--- src/rtl/dsp_adder_arbiter_pkg.sv ---
// Shared definitions for the adder arbiter: FSM encoding, default sizes and the
// requester-index width helper.
package dsp_adder_arbiter_pkg;

  localparam int unsigned DEFAULT_WIDTH   = 32;
  localparam int unsigned DEFAULT_NUM_REQ = 2;

  typedef enum logic [1:0] {
    S_IDLE    = 2'd0,
    S_COMPUTE = 2'd1,
    S_RESPOND = 2'd2
  } state_t;

  // A single requester still needs a one-bit index.
  function automatic int unsigned idx_width(input int unsigned n);
    return (n > 1) ? $clog2(n) : 1;
  endfunction

endpackage

--- src/rtl/dsp_adder_arbiter_rr_arbiter.sv ---
// Combinational round-robin arbiter: scans from ptr+1 cyclically and grants the
// first active request, returning a one-hot grant and the winner's index.
module dsp_adder_arbiter_rr_arbiter #(
  parameter int unsigned NUM_REQ = 2,
  parameter int unsigned IDW     = 1
) (
  input  logic [NUM_REQ-1:0] req,
  input  logic [IDW-1:0]     ptr,
  output logic [NUM_REQ-1:0] grant_c,
  output logic [IDW-1:0]     index_c,
  output logic               found_c
);

  int unsigned cand;

  always_comb begin
    grant_c = '0;
    index_c = '0;
    found_c = 1'b0;
    cand    = 0;
    for (int unsigned k = 1; k <= NUM_REQ; k++) begin
      cand = (32'(ptr) + k) % NUM_REQ;
      if (!found_c && req[IDW'(cand)]) begin
        found_c              = 1'b1;
        grant_c[IDW'(cand)]  = 1'b1;
        index_c              = IDW'(cand);
      end
    end
  end

endmodule

--- src/rtl/dsp_adder_arbiter.sv ---
// Shares one external 32-bit adder among NUM_REQ requesters with round-robin
// arbitration, registered operands/result and valid/ready on both sides.
module dsp_adder_arbiter
  import dsp_adder_arbiter_pkg::*;
#(
  parameter int unsigned NUM_REQ = DEFAULT_NUM_REQ,
  parameter int unsigned WIDTH   = DEFAULT_WIDTH,
  parameter int unsigned IDW     = idx_width(NUM_REQ)
) (
  input  logic                       clk,
  input  logic                       rst,
  input  logic [NUM_REQ-1:0]         req_valid,
  output logic [NUM_REQ-1:0]         req_ready,
  input  logic [NUM_REQ*WIDTH-1:0]   req_a,
  input  logic [NUM_REQ*WIDTH-1:0]   req_b,
  output logic [NUM_REQ-1:0]         rsp_valid,
  input  logic [NUM_REQ-1:0]         rsp_ready,
  output logic [WIDTH-1:0]           rsp_data,
  output logic [IDW-1:0]             rsp_id,
  output logic [WIDTH-1:0]           add_in1,
  output logic [WIDTH-1:0]           add_in2,
  input  logic [WIDTH-1:0]           add_out,
  output logic                       busy
);

  state_t             state, state_nxt;
  logic [IDW-1:0]     rr_ptr, owner, win_idx;
  logic [NUM_REQ-1:0] grant;
  logic               found;
  logic               accept;
  logic [WIDTH-1:0]   op_a, op_b, res, sel_a, sel_b;

  dsp_adder_arbiter_rr_arbiter #(
    .NUM_REQ (NUM_REQ),
    .IDW     (IDW)
  ) u_arb (
    .req     (req_valid),
    .ptr     (rr_ptr),
    .grant_c (grant),
    .index_c (win_idx),
    .found_c (found)
  );

  assign accept = (state == S_IDLE) && found;

  // State register
  always_ff @(posedge clk or posedge rst) begin
    if (rst) state <= S_IDLE;
    else     state <= state_nxt;
  end

  // Next-state logic
  always_comb begin
    state_nxt = state;
    case (state)
      S_IDLE:    if (found) state_nxt = S_COMPUTE;
      S_COMPUTE: state_nxt = S_RESPOND;
      S_RESPOND: if (rsp_ready[owner]) state_nxt = S_IDLE;
      default:   state_nxt = S_IDLE;
    endcase
  end

  // Output decode; req_ready is held low while reset is asserted
  always_comb begin
    req_ready = '0;
    rsp_valid = '0;
    busy      = 1'b0;
    case (state)
      S_IDLE:    if (!rst) req_ready = grant;
      S_COMPUTE: busy = 1'b1;
      S_RESPOND: begin
        busy             = 1'b1;
        rsp_valid[owner] = 1'b1;
      end
      default:   busy = 1'b1;
    endcase
  end

  // Winner's operands
  always_comb begin
    sel_a = '0;
    sel_b = '0;
    for (int unsigned i = 0; i < NUM_REQ; i++) begin
      if (grant[i]) begin
        sel_a = req_a[i*WIDTH +: WIDTH];
        sel_b = req_b[i*WIDTH +: WIDTH];
      end
    end
  end

  // Operand, owner, pointer and result registers
  always_ff @(posedge clk or posedge rst) begin
    if (rst) begin
      rr_ptr <= IDW'(NUM_REQ - 1);
      owner  <= '0;
      op_a   <= '0;
      op_b   <= '0;
      res    <= '0;
    end else begin
      if (accept) begin
        op_a   <= sel_a;
        op_b   <= sel_b;
        owner  <= win_idx;
        rr_ptr <= win_idx;
      end
      if (state == S_COMPUTE) res <= add_out;
    end
  end

  // Adder inputs come only from registers so request-bus activity never reaches it
  assign add_in1  = op_a;
  assign add_in2  = op_b;
  assign rsp_data = res;
  assign rsp_id   = owner;

endmodule
--- config.mk ---
export PLATFORM = sky130hd
export DESIGN_NAME = dsp_adder_arbiter
export DESIGN_NICKNAME = d
export VERILOG_FILES = /design/src/rtl/dsp_adder_arbiter_pkg.sv /design/src/rtl/dsp_adder_arbiter_rr_arbiter.sv /design/src/rtl/dsp_adder_arbiter.sv
export SDC_FILE = /design/constraint.sdc
export NUM_CORES = 1
export LEC_CHECK = 0
export ABC_AREA = 1
export CORE_AREA = 10 10 156 100
export DETAILED_ROUTE_END_ITERATION = 7
export DIE_AREA = 0 0 166 110
export PLACE_DENSITY = 0.81
export SETUP_SLACK_MARGIN = 0.5
export SLEW_MARGIN = 20
export SYNTH_ARGS = -nofsm -noshare
export SYNTH_HDL_FRONTEND = slang
export SYNTH_SLANG_ARGS = --single-unit
--- constraint.sdc ---
create_clock -name clk -period 6.1 [get_ports clk]
set_clock_uncertainty 0.05 [all_clocks]
set_input_delay 1.525 -clock clk [delete_from_list [all_inputs] [get_ports clk]]
set_output_delay 1.525 -clock clk [all_outputs]
set_load 0.005 [all_outputs]
# --- Yosys cells after proc, flatten, opt, wreduce, memory -nomap -nowiden ---
# Index checks and enable logic that the tools add are counted.
word_totals:
  wordCells: 56
  n_memories: 0
  ramBits: 0
  output_inout_bits: 102
  latch_bits: 0
  reg_bits: 100
  inputBits: 166
  romBits: 0
classes:
  n_bitwise: 1
  n_div: 0
  reduce_logical: 8
  mul: 0
  shifts: 0
  n_eq_ne: 4
  add_sub_neg: 2
  magnitude_cmp: 6
  muxes: 29
op_table:
  columns: ["op", "n"]
  rows:
  - ["32-bit 2-to-1 mux", 4]
  - ["1-bit 2-to-1 mux", 14]
  - ["2-bit 2-to-1 mux", 7]
  - ["1-bit by 2-bit less-than comparator with 1-bit output (second input constant)", 3]
  - ["2-bit case mux with 3 select lines", 1]
  - ["1-bit logical AND", 5]
  - ["2-bit != test (second input constant)", 2]
  - ["1-bit demux with 1-bit select", 3]
  - ["1-bit greater-or-equal comparator (second input constant)", 3]
  - ["1-bit adder (second input constant)", 2]
  - ["2-bit by 1-bit == test with 1-bit output (second input constant)", 1]
  - ["2-bit == test (second input constant)", 1]
  - ["2-bit logical NOT", 1]
  - ["2-bit bitwise OR", 1]
  - ["2-bit AND reduction", 1]
  - ["1-bit logical NOT", 1]

# --- Depth between registers and ports, before layout ---
logic_depth:
  ltp_word: 10
  mapped_depth: 8
  depth_no_buf: 6

# --- Hierarchy ---
# A second synthesis with hierarchy kept.
hier_totals:
  cells_unflattened: 656
  hier_area_um2: 4830.9
by_module_without_submodules:
  columns: ["mod", "instances", "seq_area_each_um2", "area_per_inst_um2", "cells_each"]
  rows:
  - ["dsp_adder_arbiter", 1, 2503.7, 4799.6, 649]
  - ["dsp_adder_arbiter_rr_arbiter", 1, 0.0, 31.3, 7]

# --- Worst setup path after synthesis ---
# Ideal clock, no wire load.
synth_path:
  kind: "input to output"
  from: "input rst"
  to: "output req_ready[0]"
  required_ns: 4.525
  path_stages: 3
  arrival_time_ns: 3.986
  slack_ns: 0.539
  n_path_buf: 0
  cell_sequence: "inv_1 nand3_1 nor2_1"
synth_between:
  elab_chain_len: 2
synth_rtl:
  columns: ["item", "line_no", "rtl"]
  rows:
  - ["from (decl)", "dsp_adder_arbiter.sv:11", "input logic rst,"]
  - ["2-bit 2-to-1 mux", "dsp_adder_arbiter.sv:69", "S_IDLE: if (!rst) req_ready = grant;"]
  - ["2-bit 2-to-1 mux", "dsp_adder_arbiter.sv:68", "case (state)"]
  - ["to (decl)", "dsp_adder_arbiter.sv:13", "output logic [NUM_REQ-1:0] req_ready,"]
# Every way passes these cells.

# --- Worst setup path in the final report ---
# Same ends and word-level chain as after synthesis.

==> results.ini <==
[floorplan]
core_mm2 = 0.0127
ios = 268
start_util = 0.396
die_area_mm2 = 0.0183
die_height_um = 110
fp.dieW_um = 166
num_rows = 32

[cts]
cts-buffers-inserted = 9
clock-sinks = 100
htree_levels = 3
cts_hold_buffers = 0
ctsResizeCount = 0
cts_root_buf = clkbuf_16
path_clk_slew_ns = 0.07
clk_latency_ns = 0.33
clk_path_buf_depth = 2
post_cts_buffers = 0
cts_tree = done

[sta]
relSlewSlack = 0.510
hold_violations = 0
fin_crit_sh = 0.763
finalSetupViolCount = 0
slew_viol_final = 0
worst_pin_slew_ns = 0.735
tns_ns = 0
timing.fmax_ghz = 0.215
post-route-min-period_ns = 4.65
fin_hold_ws_ns = 0.423
rsz0062_at_grt = false

[routing]
wl_per_cell_um = 16.7
drt_wl_total_um = 18500
final_antenna_net_count = 0
drtPass1Iterations = 5
drc = 0
via_per_inst = 4.79
drt-initial-drc-count = 315
num_vias = 5308

[run_status]
run_status = completed

[global_route]
grtUsageTotal = 0.193
grt-ovfl-total = 0
grt_pass1_vias = 5170
grt_antenna_before_repair = 0
grt_pass1_wl_um = 28700
grt_max_degree = 69

[power]
p_clk_frac = 0.181
switchingPower_w = 0.00122
powerDensity_mw_per_mm2 = 417
p_leak_nw = 4.08
p_sw_frac = 0.363
cellInternalPower_w = 0.00213
seq_power_share = 0.336
pwr-share-comb = 0.484
vdd_drop_max_mv = 0.238

[critical_path]
critPathLaunchType = input port
arrival_ns = 3.08
critPathKind = input port to output pin
critPathCaptureType = output pin
required_ns = 4.53
worst-path-max-fanout = 36

[placement]
dp_hpwl_um = 13500
numPortBuffers = 267
routabilityCongestion = 0.817

[finish]
fin_nets = 1098
diodes = 0
syn2layout_area_growth_pct = 59.6
drive_gt1_frac = 0.0374

[min_path]
hold_path_class = register to register

[flow_run]
cap_violations = 0

[yosys]
ys_ff_latch = 100
synth.area.top_cells = dfrtp_1, nand2_1, nand3_1
ys_types = 18
synth.top_cell.area_share = 0.492
syn_area_per_cell_um2 = 7.22
syn_area_mm2 = 0.00503
synth_top_area_cell = dfrtp_1
seq_area_frac_synth = 0.498
yosys_warnings = 0
syn-num-nets = 863
synthCells = 697

[per-layer routing]
layer  global-route usage  share of wire
met1                0.235           0.42
met2                0.316           0.47
met3               0.0859          0.098
met4               0.0372          0.010
met5                    0              0
[cell usage after synthesis]
cell type and instances:
nand3_1 143, and2_1 1, buf_4 1, nand2_1 366, nor2_1 5, buf_2 38
buf_1 3, nor2_2 1, o21ai_0 2, buf_6 3, inv_4 1, nor2_8 1
inv_2 2, dfstp_2 1, nand2_4 1, inv_1 23, clkbuf_1 6, dfrtp_1 99
[cell type report]
cell class,instances,area [um2]
Inverter,26,103
Clock inverter,5,85.1
Clock buffer,11,233
Tap cell,170,213
Multi-Input combinational cell,520,2170
Sequential cell,100,2500
Timing Repair Buffer,275,2720
Fill cell,1143,4660
[cell usage in the layout (no fill, tap or decap), types with 2 or more instances in the layout]
master	synthesis	layout
inv_4	1	2
nor2_1	5	5
bufinv_16	0	2
nand2_2	0	3
nand2_1	366	363
clkbuf_1	6	2
dfrtp_1	99	99
inv_2	2	2
nand3_1	143	143
buf_2	38	2
clkbuf_16	0	9
o21ai_0	2	2
inv_1	23	22
buf_4	1	8
clkdlybuf4s50_1	0	265
[state kept, by name, indices dropped and copies added, names as in the netlist]
| signal | cells |
|---|---|
| state | 2 |
| rsp_id | 1 |
| add_in2 | 32 |
| rsp_data | 32 |
| rr_ptr | 1 |
| add_in1 | 32 |
[metrics by stage]
step,power (W),setup slack (ns),cells,util,cell area (um2)
after floorplan,0.00186,0.539,697,-,5030
after global placement,0.00275,1.39,1091,0.607,7710
after detailed placement,0.00278,1.41,1091,0.607,7710
after CTS,0.00340,1.40,1107,0.632,8030
after global routing,0.00361,1.32,1107,0.633,8030
final,0.00335,1.45,1107,0.633,8030
[worst max-delay path, cell delays in order]
cell and delay (ns):
clkdlybuf4s50_1 0.44, inv_4 0.36, nand3_1 0.12, nor2_1 0.10
clkdlybuf4s50_1 0.51
[power groups by stage]
| stage | Combinational (W) | Sequential, W | Clock [W] |
|---|---|---|---|
| after floorplan | 0.000717 | 0.00115 | 0 |
| after global placement | 0.00163 | 0.00112 | 0 |
| after detailed placement | 0.00165 | 0.00113 | 0 |
| after CTS | 0.00166 | 0.00112 | 0.000622 |
| after global routing | 0.00180 | 0.00116 | 0.000655 |
| final | 0.00162 | 0.00112 | 0.000605 |
[logic make-up after synthesis]
kind of cell,after synthesis,share of synthesized area
compound gates,2,0.00199
buf+inv,77,0.0726
flops,100,0.498
simple gates,518,0.428
[final timing paths]
kind | start | endpoint | slack (ns) | cells past startpoint
max | rst | req_ready[0] | 1.45 | 5
max reg2reg | state[1] | rsp_id | 3.93 | 6
min in group asynchronous | rst | add_in1[4] | 1.52 | 2
min | rsp_data[16] | rsp_data[16] | 0.42 | 2
min reg2reg | rsp_data[16] | rsp_data[16] | 0.42 | 2
max in group asynchronous | rst | rr_ptr | 3.66 | 3
Power figures use the tool's default switching activity.
